===== config.mk =====
export PLATFORM = sky130hd
export DESIGN_NAME = time_set_ctrl
export DESIGN_NICKNAME = d
export VERILOG_FILES = /design/src/rtl/time_set_ctrl.sv
export SDC_FILE = /design/constraint.sdc
export NUM_CORES = 1
export LEC_CHECK = 0
export BUFFER_PORTS_ARGS = -buffer_cell sky130_fd_sc_hd__buf_2
export CORE_MARGIN = 5
export CORE_UTILIZATION = 55
export CTS_CLUSTER_DIAMETER = 50
export DETAILED_ROUTE_END_ITERATION = 16
export GPL_TIMING_DRIVEN = 0
export PLACE_DENSITY = 0.79
export SYNTH_ARGS = -nofsm -noshare
export SYNTH_HDL_FRONTEND = slang
export SYNTH_SLANG_ARGS = --single-unit

===== constraint.sdc =====
create_clock -name clk -period 4.11 [get_ports clk]
set_clock_uncertainty 0.15 [all_clocks]
set_input_delay 1.0275 -clock clk [delete_from_list [all_inputs] [get_ports clk]]
set_output_delay 1.0275 -clock clk [all_outputs]
set_load 0.1 [all_outputs]

===== src/rtl/time_set_ctrl.sv =====
// rtl/time_set_ctrl.sv - button-driven RUN/SET_HR/SET_MIN time-setting controller
module time_set_ctrl #(
    parameter int DEBOUNCE_CYCLES = 1_000_000,
    parameter int BLINK_CYCLES    = 25_000_000
) (
    input  logic       clk,
    input  logic       rst_n,
    input  logic       btn_mode,
    input  logic       btn_up,
    input  logic [3:0] cur_bcd0,
    input  logic [3:0] cur_bcd1,
    input  logic [3:0] cur_bcd2,
    input  logic [3:0] cur_bcd3,
    output logic [3:0] set_bcd0,
    output logic [3:0] set_bcd1,
    output logic [3:0] set_bcd2,
    output logic [3:0] set_bcd3,
    output logic       load,
    output logic       run_en,
    output logic [3:0] blank_n
);

    localparam int DW = $clog2(DEBOUNCE_CYCLES + 1);
    localparam int BW = $clog2(BLINK_CYCLES + 1);
    localparam logic [DW-1:0] DB_LAST = DW'(DEBOUNCE_CYCLES - 1);
    localparam logic [DW-1:0] DB_MAX  = DW'(DEBOUNCE_CYCLES);
    localparam logic [BW-1:0] BL_LAST = BW'(BLINK_CYCLES - 1);
    localparam logic [15:0]   TIME_RST = 16'h1200;

    typedef enum logic [1:0] {
        S_RUN     = 2'd0,
        S_SET_HR  = 2'd1,
        S_SET_MIN = 2'd2
    } state_e;

    // bit 0 = mode button, bit 1 = up button
    logic [1:0]    btn_raw;
    logic [1:0]    sync1_q;
    logic [1:0]    sync2_q;
    logic [1:0]    cand_q;
    logic [1:0]    deb_q;
    logic [1:0]    deb_prev_q;
    logic [1:0]    press_q;
    logic [DW-1:0] db_cnt_q [2];

    logic p_mode;
    logic p_up;
    logic up_ok;

    state_e        state_q, state_d;
    logic [15:0]   time_q, time_d;
    logic          load_q, load_d;
    logic          run_en_q, run_en_d;
    logic [3:0]    blank_n_q, blank_n_d;
    logic [BW-1:0] blink_cnt_q, blink_cnt_d;
    logic          blink_q, blink_d;
    logic [15:0]   cur_time;

    assign btn_raw  = {btn_up, btn_mode};
    assign cur_time = {cur_bcd3, cur_bcd2, cur_bcd1, cur_bcd0};
    assign p_mode   = press_q[0];
    assign p_up     = press_q[1];
    // mode wins a tie; increments only count while editing
    assign up_ok    = p_up & ~p_mode & (state_q != S_RUN);

    function automatic logic [7:0] hr_inc(input logic [7:0] hr);
        if (hr == 8'h12)
            return 8'h01;
        else if (hr[3:0] == 4'd9)
            return 8'h10;
        else
            return {hr[7:4], hr[3:0] + 4'd1};
    endfunction

    function automatic logic [7:0] min_inc(input logic [7:0] mn);
        if (mn == 8'h59)
            return 8'h00;
        else if (mn[3:0] == 4'd9)
            return {mn[7:4] + 4'd1, 4'd0};
        else
            return {mn[7:4], mn[3:0] + 4'd1};
    endfunction

    function automatic logic time_valid(input logic [15:0] t);
        logic hr_ok;
        hr_ok = ((t[15:12] == 4'd0) && (t[11:8] >= 4'd1) && (t[11:8] <= 4'd9)) ||
                ((t[15:12] == 4'd1) && (t[11:8] <= 4'd2));
        return hr_ok && (t[7:4] <= 4'd5) && (t[3:0] <= 4'd9);
    endfunction

    // synchronize, debounce and edge-detect both buttons
    always_ff @(posedge clk or negedge rst_n) begin
        if (!rst_n) begin
            sync1_q    <= '0;
            sync2_q    <= '0;
            cand_q     <= '0;
            deb_q      <= '0;
            deb_prev_q <= '0;
            press_q    <= '0;
            for (int i = 0; i < 2; i++) db_cnt_q[i] <= '0;
        end else begin
            sync1_q    <= btn_raw;
            sync2_q    <= sync1_q;
            deb_prev_q <= deb_q;
            press_q    <= deb_q & ~deb_prev_q;
            for (int i = 0; i < 2; i++) begin
                if (sync2_q[i] != cand_q[i]) begin
                    // level moved: this sample is the first of a new run
                    cand_q[i]   <= sync2_q[i];
                    db_cnt_q[i] <= DW'(1);
                end else begin
                    if (db_cnt_q[i] < DB_MAX) db_cnt_q[i] <= db_cnt_q[i] + DW'(1);
                    if (db_cnt_q[i] >= DB_LAST) deb_q[i] <= cand_q[i];
                end
            end
        end
    end

    // state and registered outputs
    always_ff @(posedge clk or negedge rst_n) begin
        if (!rst_n) begin
            state_q     <= S_RUN;
            time_q      <= TIME_RST;
            load_q      <= 1'b0;
            run_en_q    <= 1'b1;
            blank_n_q   <= 4'b1111;
            blink_cnt_q <= '0;
            blink_q     <= 1'b1;
        end else begin
            state_q     <= state_d;
            time_q      <= time_d;
            load_q      <= load_d;
            run_en_q    <= run_en_d;
            blank_n_q   <= blank_n_d;
            blink_cnt_q <= blink_cnt_d;
            blink_q     <= blink_d;
        end
    end

    // next state: the mode press steps RUN -> SET_HR -> SET_MIN -> RUN
    always_comb begin
        state_d = state_q;
        case (state_q)
            S_RUN:     if (p_mode) state_d = S_SET_HR;
            S_SET_HR:  if (p_mode) state_d = S_SET_MIN;
            S_SET_MIN: if (p_mode) state_d = S_RUN;
            default:   state_d = S_RUN;
        endcase
    end

    // output next-values: edited time, load strobe, run hold, blink blanking
    always_comb begin
        time_d      = time_q;
        load_d      = 1'b0;
        blink_cnt_d = blink_cnt_q;
        blink_d     = blink_q;
        blank_n_d   = 4'b1111;

        case (state_q)
            S_RUN: begin
                if (p_mode) time_d = time_valid(cur_time) ? cur_time : TIME_RST;
            end
            S_SET_HR: begin
                if (up_ok) time_d[15:8] = hr_inc(time_q[15:8]);
            end
            S_SET_MIN: begin
                if (p_mode)     load_d = 1'b1;
                else if (up_ok) time_d[7:0] = min_inc(time_q[7:0]);
            end
            default: ;
        endcase

        // restart in the visible phase so the edited digit shows right away
        if ((state_d != state_q) || up_ok) begin
            blink_cnt_d = '0;
            blink_d     = 1'b1;
        end else if (blink_cnt_q == BL_LAST) begin
            blink_cnt_d = '0;
            blink_d     = ~blink_q;
        end else begin
            blink_cnt_d = blink_cnt_q + BW'(1);
        end

        run_en_d = (state_d == S_RUN);
        case (state_d)
            S_SET_HR:  blank_n_d = {blink_d, blink_d, 2'b11};
            S_SET_MIN: blank_n_d = {2'b11, blink_d, blink_d};
            default:   blank_n_d = 4'b1111;
        endcase
    end

    assign set_bcd3 = time_q[15:12];
    assign set_bcd2 = time_q[11:8];
    assign set_bcd1 = time_q[7:4];
    assign set_bcd0 = time_q[3:0];
    assign load     = load_q;
    assign run_en   = run_en_q;
    assign blank_n  = blank_n_q;

endmodule


==> insert_results.sql, run 1 <==
INSERT INTO impl_metrics (metric_group, metric, value, unit) VALUES
('yosys', 'ys_warn_count', '0', ''),
('critical_path', 'crit_path_end_kind', 'primary output', ''),
('hold_path', 'timing.hold.worst.class', 'flip-flop to flip-flop', ''),
('final_layout', 'largest_register_ff_count', '40', ''),
('critical_path', 'worst-r2r-setup-slack', '1.82', 'ns'),
('timing', 'drv_slew', '0', ''),
('detailed_routing', 'viasPerCell', '5.65', ''),
('detailed_routing', 'via_count', '4110', ''),
('final_layout', 'largest-register', 'db_cnt_q', ''),
('yosys', 'netlist_instances', '541', ''),
('clock_tree', 'cts-root-buf', 'sky130_fd_sc_hd__clkbuf_8', ''),
('final_layout', 'num_antenna_cells', '0', ''),
('final_layout', 'biggestRegsByFlops', 'db_cnt_q: 40 flops, blink_cnt_q: 25 flops, time_q: 16 flops', ''),
('clock_tree', 'worst_skew_pair.late_latency', '0.36', 'ns'),
('yosys', 'synth-main-ff-cell', 'sky130_fd_sc_hd__dfrtp_1', ''),
('timing', 'maxSlewHeadroom', '44.4', '%'),
('timing', 'setup-tns-final', '0', 'ns'),
('global_routing', 'use_met2', '31.3', '%'),
('global_routing', 'antenna_found_initial', '0', ''),
('final_layout', 'drive_gt1_share', '14.4', '%'),
('power_and_ir_drop', 'static-leakage-power', '2.57', 'nW'),
('final_layout', 'fin_util', '62.5', '%'),
('global_routing', 'globalRoute.busiestLayer', 'met2', ''),
('critical_path', 'timing.rr.start', 'state_q[0]', ''),
('yosys', 'synth.yosys.seq_area_share', '48.3', '%'),
('critical_path', 'worst_ep_arrival_time', '1.40', 'ns'),
('clock_tree', 'cts_max_level', '3', ''),
('clock_tree', 'tritoncts_num_sinks', '100', ''),
('hold_path', 'timing.hold.worst_path_depth', '0', ''),
('global_routing', 'grt_pass1_wl', '17900', 'um'),
('power_and_ir_drop', 'vdd_ir_drop_max', '0.171', 'mV'),
('floorplan', 'std_cell_rows', '35', ''),
('detailed_routing', 'finalWirelength', '10400', 'um'),
('placed_design', 'place.gp.congestion', '0.855', ''),
('timing', 'worst_pin_slew', '0.829', 'ns'),
('critical_path', 'ff2ff_path_depth', '7', ''),
('clock_tree', 'post_cts_hold_buffer_count', '0', ''),
('floorplan', 'initial_core_util', '56.2', '%'),
('yosys', 'yosys-top-cells-area', 'sky130_fd_sc_hd__dfrtp_1 45%, sky130_fd_sc_hd__xor2_1 6.9%, sky130_fd_sc_hd__nor2_1 5.9%, sky130_fd_sc_hd__nand4_1 3.6%, sky130_fd_sc_hd__dfstp_2 3.0%', ''),
('detailed_routing', 'detailedRoute.firstIterationViolations', '149', ''),
('clock_tree', 'post-cts-setup-buffer-count', '0', ''),
('run', 'max-cap-violations', '0', ''),
('run_status', 'run_status', 'finished, final reports clean', ''),
('critical_path', 'reg2reg_to', 'blank_n[2]', ''),
('yosys', 'synth_area_leader_cell', 'sky130_fd_sc_hd__dfrtp_1', ''),
('critical_path', 'timing_worst_setup_path_type', 'flip-flop to primary output', ''),
('timing', 'max_freq', '0.388', 'GHz'),
('global_routing', 'use_met1', '24.8', '%'),
('detailed_routing', 'wl_per_cell', '14.2', 'um'),
('timing', 'final_period_minus_worst_setup_slack', '2.58', 'ns'),
('detailed_routing', 'antenna_violating_nets_post_route', '0', ''),
('power_and_ir_drop', 'power.total', '1.72', 'mW'),
('floorplan', 'io_pins', '42', ''),
('yosys', 'ys_types', '57', ''),
('timing', 'finalCritPeriodShare', '62.8', '%'),
('detailed_routing', 'drt_drc_violations_left', '0', ''),
('timing', 'finalHoldViolCount', '0', ''),
('detailed_routing', 'detail_route.first_pass.iterations', '4', ''),
('timing', 'setup_violating_endpoint_count_in_the_final_report', '0', ''),
('clock_tree', 'cts_made_buffers', '9', ''),
('power_and_ir_drop', 'power.density', '298', 'nW/um2'),
('placed_design', 'place.detailed.hpwl', '7370', 'um'),
('final_layout', 'fin_nets', '624', ''),
('clock_tree', 'postCtsResizedCells', '0', ''),
('hold_path', 'worstHoldStart', 'sync1_q[0]', ''),
('global_routing', 'gr-usage-met3', '3.91', '%'),
('floorplan', 'die_area', '11500', 'um2'),
('floorplan', 'placeableCoreArea', '9240', 'um2'),
('critical_path', 'critical_path_launch_point_type', 'flip-flop', ''),
('floorplan', 'die_w', '107', 'um'),
('floorplan', 'chipHeight', '107', 'um');
==> cell usage in the layout, fill, tap and decap left out, drive strengths merged, types with 16 or more instances in the layout <==
master	instances
dfrtp	94
nor2	81
buf	54
xor2	41
nand2	37
nand4	30
nand3	25
clkbuf	24
a21oi	21
xnor2	17
and3	16
==> worst max-delay path, stage by stage, from the launching register on <==
cell                      delay, ns
sky130_fd_sc_hd__dfstp_2       0.54
sky130_fd_sc_hd__buf_4         0.09
sky130_fd_sc_hd__buf_2         0.41
==> layout make-up <==
| cell class | instances | area [um2] |
|---|---|---|
| repair buffers | 42 | 235 |
| flip-flops and latches | 100 | 2510 |
| multi-input cells | 404 | 2520 |
| inverters | 12 | 45.0 |
| plain buffers | 25 | 121 |
| fillers | 785 | 3460 |
| well taps | 129 | 161 |
| clock inverters | 5 | 53.8 |
| clock buffers | 11 | 131 |
==> report_power, final <==
part,internal (mW),leakage [nW],switching (mW)
clock network,0.280,0.0971,0.331
registers,1.00,1.32,0.0162
logic,0.0328,1.15,0.0595
total,1.31,2.57,0.407
==> metrics by stage <==
stage / instances / setup WS [ns] / hold slack [ns] / instance area (um2)
2_1_floorplan: 541 / 1.58 / 0.181 / 5190
3_3_place_gp: 711 / 0.861 / 0.184 / 5560
3_5_place_dp: 712 / 1.18 / 0.188 / 5590
4_1_cts: 728 / 1.51 / 0.205 / 5780
5_1_grt: 728 / 1.45 / 0.209 / 5780
6_report: 728 / 1.53 / 0.209 / 5780
==> cell families after synthesis <==
logic type               share of synthesized area, %
AO/OA/AOI/OAI                                    11.7
XOR/XNOR                                         9.78
adder cells (fa/ha/maj)                          2.60
buffers and inverters                            3.20
flip-flops                                       48.3
multiplexers                                    0.385
AND/OR/NAND/NOR                                  24.1
==> per-layer routing <==
metal	wire (um)	share of wire [%]
met5	0	0
met2	5070	49
met4	134	1.3
met3	468	4.5
met1	4690	45
==> worst max path at each step <==
stage               cells past startpoint         from    endpoint
floorplan                               6    time_q[0]   time_q[6]
global placement                        1        rst_n   time_q[0]
detailed placement                      6  cur_bcd2[3]  time_q[11]
CTS                                     2   blank_n[1]  blank_n[1]
global route                            6  cur_bcd2[3]  time_q[11]
finish                                  2   blank_n[2]  blank_n[3]
(Power assumes the default switching activity.)
==> inputs of run 2 (changes only) <==
--- a/config.mk
+++ b/config.mk
@@ -5,6 +5,7 @@
 export SDC_FILE = /design/constraint.sdc
 export NUM_CORES = 1
 export LEC_CHECK = 0
+export ABC_AREA = 1
 export BUFFER_PORTS_ARGS = -buffer_cell sky130_fd_sc_hd__buf_2
 export CORE_MARGIN = 5
 export CORE_UTILIZATION = 55
==> constraint.sdc (replaced) <==
create_clock -name clk -period 2.55 [get_ports clk]
set_clock_uncertainty 0.15 [all_clocks]
set_input_delay 0.6375 -clock clk [delete_from_list [all_inputs] [get_ports clk]]
set_output_delay 0.6375 -clock clk [all_outputs]
set_load 0.1 [all_outputs]
==> run 2 against run 1 <==
  * Final area is 16% higher
  * Register-to-register slack got worse by 1.4 ns
  * Synthesized area up 17%
  * First-iteration DRC count increased by 92%
  * Worst setup slack got worse by 1.2 ns
  * Sequential cell count did not move
  * Critical path depth did not move
  * Global-route usage is 1.9 points higher
  * Clock power grew 61%
  * Core utilization decreased by 0.81 points
  * Worst hold slack worse by 0.16 ns
  * Total power up 70%
  * Critical endpoint unchanged
==> insert_results.sql, run 2 <==
INSERT INTO impl_metrics (metric_group, metric, value, unit) VALUES
('run_status', 'run_status', 'finished, final reports clean', ''),
('clock_tree', 'cts_made_buffers', '9', ''),
('timing', 'final_period_minus_worst_setup_slack', '2.19', 'ns'),
('critical_path', 'reg2reg_to', 'blink_cnt_q[11]', ''),
('final_layout', 'num_antenna_cells', '0', ''),
('power_and_ir_drop', 'power.density', '438', 'nW/um2'),
('critical_path', 'worst_ep_required_time', '1.76', 'ns'),
('detailed_routing', 'via_count', '5427', ''),
('final_layout', 'largest_register_ff_count', '40', ''),
('yosys', 'synth.yosys.seq_area_share', '41.3', '%'),
('detailed_routing', 'drt_drc_violations_left', '0', ''),
('final_layout', 'fin_util', '61.7', '%'),
('final_layout', 'largest-register', 'db_cnt_q', ''),
('timing', 'maxSlewHeadroom', '66.3', '%'),
('yosys', 'ys_warn_count', '0', ''),
('final_layout', 'instances_no_fill', '1061', ''),
('timing', 'setup_violating_endpoint_count_in_the_final_report', '0', ''),
('yosys', 'synth-main-ff-cell', 'sky130_fd_sc_hd__dfrtp_1', ''),
('floorplan', 'chipHeight', '115', 'um'),
('timing', 'setup_repair_after_global_routing_missed_its_margin', 'false', ''),
('final_layout', 'drive_gt1_share', '11.9', '%'),
('critical_path', 'worst_setup_path_endpoint', 'blank_n[3]', ''),
('clock_tree', 'cts-root-buf', 'sky130_fd_sc_hd__clkbuf_8', ''),
('timing', 'max_freq', '0.456', 'GHz'),
('yosys', 'yosys.area.top_type_share', '38.7', '%'),
('clock_tree', 'clk_transition_reported_paths', '0.10', 'ns'),
('hold_path', 'timing.hold.worst.class', 'primary input to asynchronous set/reset pin', ''),
('critical_path', 'worst_ep_arrival_time', '1.41', 'ns'),
('final_layout', 'area_growth', '9.93', '%'),
('floorplan', 'die_area', '13300', 'um2'),
('placed_design', 'place.gp.congestion', '0.934', ''),
('detailed_routing', 'antenna_violating_nets_post_route', '0', ''),
('yosys', 'yosys-top-cells-area', 'sky130_fd_sc_hd__dfrtp_1 39%, sky130_fd_sc_hd__nand2_1 15%, sky130_fd_sc_hd__nor2_1 9.9%, sky130_fd_sc_hd__nand3_1 6.5%, sky130_fd_sc_hd__inv_1 5.6%', ''),
('clock_tree', 'cts_tree', 'done', ''),
('clock_tree', 'postCtsResizedCells', '0', ''),
('critical_path', 'crit_start', 'blank_n[2]', ''),
('floorplan', 'placeableCoreArea', '10800', 'um2'),
('power_and_ir_drop', 'vdd_ir_drop_max', '0.481', 'mV'),
('timing', 'worst_pin_slew', '0.505', 'ns'),
('global_routing', 'grt_max_degree', '68', ''),
('final_layout', 'final_common_cell', 'sky130_fd_sc_hd__nand2_1', ''),
('yosys', 'post_synth_mux_area_share', '0', '%'),
('power_and_ir_drop', 'static-leakage-power', '3.21', 'nW'),
('placed_design', 'place_ws', '0.430', 'ns'),
('floorplan', 'die_w', '115', 'um'),
('global_routing', 'antenna_found_initial', '0', ''),
('global_routing', 'grt_util_all_layers', '20.7', '%'),
('yosys', 'synth_most_common_cell', 'sky130_fd_sc_hd__nand2_1', ''),
('yosys', 'synth_adder_area_share', '2.06', '%'),
('floorplan', 'std_cell_rows', '38', ''),
('placed_design', 'port-buffer-count', '41', ''),
('yosys', 'yosys.area_share.simple', '38.9', '%'),
('clock_tree', 'post-cts-setup-buffer-count', '0', ''),
('run', 'max-cap-violations', '0', ''),
('timing', 'drv_slew', '0', ''),
('critical_path', 'worst-path-max-fanout', '2', ''),
('clock_tree', 'ctsLongestPathBuffers', '2', ''),
('timing', 'finalCritPeriodShare', '86.0', '%'),
('critical_path', 'worst-r2r-setup-slack', '0.47', 'ns'),
('floorplan', 'initial_core_util', '56.1', '%'),
('clock_tree', 'worst_skew_pair.late_latency', '0.38', 'ns'),
('yosys', 'post_synth_instance_area', '6080', 'um2'),
('timing', 'setup-tns-final', '0', 'ns'),
('global_routing', 'first_global_vias', '5073', ''),
('yosys', 'synth_async_sr_flop_share', '100', '%'),
('detailed_routing', 'viasPerCell', '5.11', ''),
('final_layout', 'layout.cells.most_common_list', '236 x sky130_fd_sc_hd__nand2_1, 161 x sky130_fd_sc_hd__nor2_1, 94 x sky130_fd_sc_hd__dfrtp_1', ''),
('yosys', 'ys_types', '42', ''),
('yosys', 'synth_top_family_by_area', 'simple AND/OR/NAND/NOR gates', ''),
('timing', 'final_critical_path_setup_slack', '0.357', 'ns'),
('yosys', 'synth-seq-cells', '100', ''),
('floorplan', 'io_pins', '42', ''),
('yosys', 'synth.top_cells.by_count', '236 x sky130_fd_sc_hd__nand2_1, 161 x sky130_fd_sc_hd__nor2_1, 94 x sky130_fd_sc_hd__dfrtp_1', ''),
('detailed_routing', 'detailedRoute.firstIterationViolations', '286', ''),
('clock_tree', 'cts_max_level', '3', ''),
('critical_path', 'crit_path_end_kind', 'primary output', ''),
('final_layout', 'biggestRegsByFlops', 'db_cnt_q: 40 flops, blink_cnt_q: 25 flops, time_q: 16 flops', ''),
('yosys', 'netlist_instances', '863', ''),
('yosys', 'synth_nets', '893', ''),
('placed_design', 'placed_cells', '1045', ''),
('global_routing', 'grt_pass1_wl', '22600', 'um'),
('critical_path', 'timing.rr.start', 'blink_cnt_q[0]', ''),
('critical_path', 'timing_worst_setup_path_type', 'flip-flop to primary output', ''),
('timing', 'finalHoldViolCount', '0', ''),
('critical_path', 'ff2ff_path_depth', '8', ''),
('global_routing', 'grt_residual_overflow', '0', ''),
('detailed_routing', 'finalWirelength', '12800', 'um'),
('yosys', 'synth_area_leader_cell', 'sky130_fd_sc_hd__dfrtp_1', ''),
('clock_tree', 'tritoncts_num_sinks', '100', ''),
('detailed_routing', 'wl_per_cell', '12.1', 'um'),
('yosys', 'mean_cell_area_of_the_mapped_netlist', '7.05', 'um2'),
('detailed_routing', 'detail_route.first_pass.iterations', '5', ''),
('clock_tree', 'post_cts_hold_buffer_count', '0', ''),
('power_and_ir_drop', 'power.total', '2.93', 'mW'),
('yosys', 'post_synth_xor_area_fraction', '3.99', '%'),
('yosys', 'synth_enable_flop_cells', '0', ''),
('placed_design', 'place.detailed.hpwl', '9700', 'um'),
('critical_path', 'critical_path_launch_point_type', 'flip-flop', ''),
('yosys', 'synthesized_area_fraction_occupied_by_ao_oa_aoi_and_oai_cells', '6.15', '%'),
('final_layout', 'fin_nets', '946', '');
==> run 2: kinds of logic (layout without fill, tap and decap cells) <==
| family | count (synthesis) | in the layout |
|---|---|---|
| DFF | 100 | 100 |
| xor gates and xnor gates | 26 | 26 |
| and+or+nand+nor | 548 | 548 |
| adders and majority gates | 10 | 10 |
| AOI/OAI and AO/OA | 66 | 66 |
| buffers and inverters | 113 | 171 |
==> run 2: worst min path at each step <==
stage               start      endpoint  slack, ns  depth (start not counted)
6_report            rst_n  db_cnt_q[16]       0.04                          1
5_1_grt             rst_n  db_cnt_q[16]       0.07                          1
4_1_cts             rst_n  db_cnt_q[16]       0.05                          1
3_5_place_dp   sync1_q[0]    sync2_q[0]       0.18                          0
3_3_place_gp   sync1_q[0]    sync2_q[0]       0.19                          0
2_1_floorplan  sync1_q[0]    sync2_q[0]       0.18                          0
==> run 2: metrics by stage <==
step	cell area [um2]	hold WS, ns
CTS	6690	0.0451
floorplan	6080	0.181
detailed placement	6490	0.185
finish	6690	0.0450
global placement	6460	0.185
global route	6690	0.0674
==> run 2: critical path, cell delays in order (launching register included) <==
cell	delay [ns]
sky130_fd_sc_hd__dfstp_2	0.53
sky130_fd_sc_hd__buf_4	0.09
sky130_fd_sc_hd__buf_2	0.41
==> run 2: layer usage <==
metal,part of all wire (%),routed length (um),up-vias,GRT usage (%)
met2,45,5810,115,33.6
met5,0,0,-,0
met4,1.7,221,0,6.89
met3,4.8,609,17,3.63
li1,-,-,2852,-
met1,48,6160,2443,28.2
==> run 2: cell type report <==
cell class | count | area [um2]
Multi-Input combinational cell | 650 | 3110
Clock inverter | 5 | 42.5
Timing Repair Buffer | 42 | 235
Buffer | 16 | 96.3
Clock buffer | 11 | 151
Inverter | 97 | 372
Sequential cell | 100 | 2510
Tap cell | 140 | 175
Fill cell | 1035 | 4150
==> run 2: power breakdown <==
part           internal [mW]  switching [mW]  total [mW]
Clock                  0.420           0.566       0.986
Combinational         0.0820           0.150       0.232
Sequential              1.64          0.0758        1.71
==> inputs of run 3 (changes only) <==
--- a/config.mk
+++ b/config.mk
@@ -12,6 +12,7 @@
 export CTS_CLUSTER_DIAMETER = 50
 export DETAILED_ROUTE_END_ITERATION = 16
 export GPL_TIMING_DRIVEN = 0
+export MAX_ROUTING_LAYER = met4
 export PLACE_DENSITY = 0.79
 export SYNTH_ARGS = -nofsm -noshare
 export SYNTH_HDL_FRONTEND = slang
==> run 3 against run 2 <==
  * Die area is the same
  * Via count rose by 0.46%
  * Non-clock buffer count did not move
  * Clock power rose by 5%
  * Worst setup slack got worse by 0.022 ns
  * Core utilization about the same
  * Largest power group unchanged
  * Register-to-register slack got worse by 0.04 ns
  * First-iteration DRC count up 35%
  * Critical path depth unchanged
==> insert_results.sql, run 3 (synthesized netlist as in run 2, its figures left out) <==
INSERT INTO impl_metrics (metric_group, metric, value, unit) VALUES
('critical_path', 'worst_ep_arrival_time', '1.43', 'ns'),
('floorplan', 'die_area', '13300', 'um2'),
('global_routing', 'grt_pass1_wl', '22800', 'um'),
('clock_tree', 'cts_max_level', '3', ''),
('detailed_routing', 'routed-wl-met2', '6170', 'um'),
('hold_path', 'timing.hold.worst.class', 'primary input to asynchronous set/reset pin', ''),
('final_layout', 'fin_nets', '946', ''),
('final_layout', 'final_common_cell', 'sky130_fd_sc_hd__nand2_1', ''),
('detailed_routing', 'drt_drc_violations_left', '0', ''),
('global_routing', 'grt_util_all_layers', '21.8', '%'),
('final_layout', 'layout.cells.most_common_list', '236 x sky130_fd_sc_hd__nand2_1, 161 x sky130_fd_sc_hd__nor2_1, 94 x sky130_fd_sc_hd__dfrtp_1', ''),
('power_and_ir_drop', 'power.density', '445', 'nW/um2'),
('timing', 'worst_pin_slew', '0.509', 'ns'),
('detailed_routing', 'finalWirelength', '13300', 'um'),
('clock_tree', 'cts_tree', 'done', ''),
('placed_design', 'place.detailed.hpwl', '9890', 'um'),
('power_and_ir_drop', 'pwr-share-comb', '7.8', '%'),
('clock_tree', 'tritoncts_num_sinks', '100', ''),
('critical_path', 'crit_path_end_kind', 'primary output', ''),
('detailed_routing', 'detail_route.first_pass.iterations', '5', ''),
('power_and_ir_drop', 'power.internal', '2.17', 'mW'),
('critical_path', 'cpPeakStageDelay', '0.55', 'ns'),
('final_layout', 'num_antenna_cells', '0', ''),
('final_layout', 'fin_util', '61.7', '%'),
('detailed_routing', 'routed_length_on_met3', '625', 'um'),
('placed_design', 'port-buffer-count', '41', ''),
('global_routing', 'antenna_found_initial', '0', ''),
('floorplan', 'initial_core_util', '56.1', '%'),
('clock_tree', 'worst_skew_pair.late_latency', '0.38', 'ns'),
('power_and_ir_drop', 'vdd_ir_drop_max', '0.364', 'mV'),
('critical_path', 'critical-path-top-delay-family', 'flip-flops', ''),
('timing', 'finalHoldViolCount', '0', ''),
('clock_tree', 'post_cts_hold_buffer_count', '0', ''),
('timing', 'maxSlewHeadroom', '66.1', '%'),
('floorplan', 'std_cell_rows', '38', ''),
('run', 'max-cap-violations', '0', ''),
('critical_path', 'critical_path_launch_point_type', 'flip-flop', ''),
('critical_path', 'worst-path-max-fanout', '2', ''),
('timing', 'drv_slew', '0', ''),
('critical_path', 'worst_ep_required_time', '1.76', 'ns'),
('detailed_routing', 'wl_per_cell', '12.5', 'um'),
('final_layout', 'instances_no_fill', '1061', ''),
('placed_design', 'place.gp.congestion', '0.961', ''),
('final_layout', 'area_growth', '10.0', '%'),
('detailed_routing', 'detailedRoute.firstIterationViolations', '386', ''),
('critical_path', 'buffers_plus_inverters_on_the_worst_setup_path', '2', ''),
('clock_tree', 'post-cts-setup-buffer-count', '0', ''),
('run_status', 'run_status', 'finished, final reports clean', ''),
('clock_tree', 'clk_transition_reported_paths', '0.10', 'ns'),
('floorplan', 'die_w', '115', 'um'),
('floorplan', 'placeableCoreArea', '10800', 'um2'),
('critical_path', 'crit_start', 'blank_n[1]', ''),
('power_and_ir_drop', 'p_switching', '803', 'uW'),
('detailed_routing', 'antenna_violating_nets_post_route', '0', ''),
('floorplan', 'io_pins', '42', ''),
('detailed_routing', 'via_count', '5452', ''),
('detailed_routing', 'maxUsedRoutingLayer', 'met4', ''),
('power_and_ir_drop', 'static-leakage-power', '3.21', 'nW'),
('power_and_ir_drop', 'power_switching_share', '27.0', '%'),
('clock_tree', 'cts-root-buf', 'sky130_fd_sc_hd__clkbuf_8', ''),
('power_and_ir_drop', 'power.sequential.fraction', '57.4', '%'),
('global_routing', 'first_global_vias', '4999', ''),
('global_routing', 'grt_residual_overflow', '0', ''),
('clock_tree', 'cts_made_buffers', '9', ''),
('timing', 'setup_repair_after_global_routing_missed_its_margin', 'false', ''),
('timing', 'max_freq', '0.451', 'GHz'),
('floorplan', 'chipHeight', '115', 'um'),
('detailed_routing', 'post_route_met1_wirelength', '6350', 'um'),
('critical_path', 'timing_worst_setup_path_type', 'flip-flop to primary output', ''),
('power_and_ir_drop', 'clkPwrFrac', '34.8', '%'),
('clock_tree', 'postCtsResizedCells', '0', ''),
('final_layout', 'largest-register', 'db_cnt_q', ''),
('detailed_routing', 'viasPerCell', '5.14', ''),
('critical_path', 'critical_path.slowest_cell', 'sky130_fd_sc_hd__dfstp_2', ''),
('placed_design', 'placed_cells', '1045', ''),
('critical_path', 'path_cells', 'buf_4, buf_2', ''),
('timing', 'finalCritPeriodShare', '86.9', '%'),
('timing', 'worst_hold_slack', '0.0634', 'ns'),
('final_layout', 'largest_register_ff_count', '40', ''),
('power_and_ir_drop', 'power.total', '2.98', 'mW'),
('final_layout', 'biggestRegsByFlops', 'db_cnt_q: 40 flops, blink_cnt_q: 25 flops, time_q: 16 flops', ''),
('final_layout', 'filler_cell_count', '1006', ''),
('timing', 'final_period_minus_worst_setup_slack', '2.22', 'ns'),
('timing', 'setup_violating_endpoint_count_in_the_final_report', '0', ''),
('final_layout', 'drive_gt1_share', '11.9', '%'),
('global_routing', 'grt_max_degree', '63', ''),
('critical_path', 'timing.rr.start', 'blink_cnt_q[0]', ''),
('clock_tree', 'ctsLongestPathBuffers', '2', '');
## run 3: through the flow
stage                     setup TNS (ns)  setup WS [ns]  cell area [um2]
final                                  0          0.335             6690
after global routing                   0          0.272             6690
after CTS                              0          0.311             6690
after detailed placement               0          0.474             6490
after global placement            -31.25         -0.342             6460
after floorplan                        0          0.448             6080
## run 3: worst register-to-register path, cell delays in order (launching register included)
cell	delay [ns]
sky130_fd_sc_hd__dfrtp_1	0.44
sky130_fd_sc_hd__ha_1	0.34
sky130_fd_sc_hd__nand3_2	0.15
sky130_fd_sc_hd__inv_1	0.17
sky130_fd_sc_hd__nand2_1	0.07
sky130_fd_sc_hd__nor2_1	0.18
sky130_fd_sc_hd__nand2_1	0.13
sky130_fd_sc_hd__buf_2	0.22
sky130_fd_sc_hd__nand3_1	0.12
sky130_fd_sc_hd__nor2_1	0.04
## run 3: worst paths after layout
path / to / slack [ns] / depth (start not counted)
max in group asynchronous: run_en / 1.47 / 2
min: db_cnt_q[19] / 0.06 / 1
max: blank_n[1] / 0.33 / 2
max reg2reg: blink_cnt_q[19] / 0.43 / 9
min in group clk: sync1_q[1] / 0.20 / 1
min reg2reg: sync2_q[0] / 0.21 / 0
## run 3: power by group through the flow
stage | sequential [mW] | clock (mW) | combinational (mW)
after CTS | 1.71 | 1.09 | 0.233
after global routing | 1.72 | 1.14 | 0.266
after detailed placement | 1.74 | 0 | 0.235
after floorplan | 1.72 | 0 | 0.143
final | 1.71 | 1.04 | 0.231
after global placement | 1.74 | 0 | 0.222
## run 3: area by class of cell
cell class / instances / area, um2 / area share, %
Sequential cell: 100 / 2510 / 37.5
Clock buffer: 9 / 124 / 1.85
Buffer: 16 / 96.3 / 1.44
Multi-Input combinational cell: 650 / 3110 / 46.4
Timing Repair Buffer: 42 / 235 / 3.51
Clock inverter: 7 / 75.1 / 1.12
Inverter: 97 / 372 / 5.55
Tap cell: 140 / 175 / 2.62
## run 3: layer usage
metal | vias up | GRT usage, %
li1 | 2846 | -
met1 | 2474 | 29.3
met2 | 118 | 33.8
met3 | 14 | 5.00
met4 | 0 | 4.85
met5 | - | -
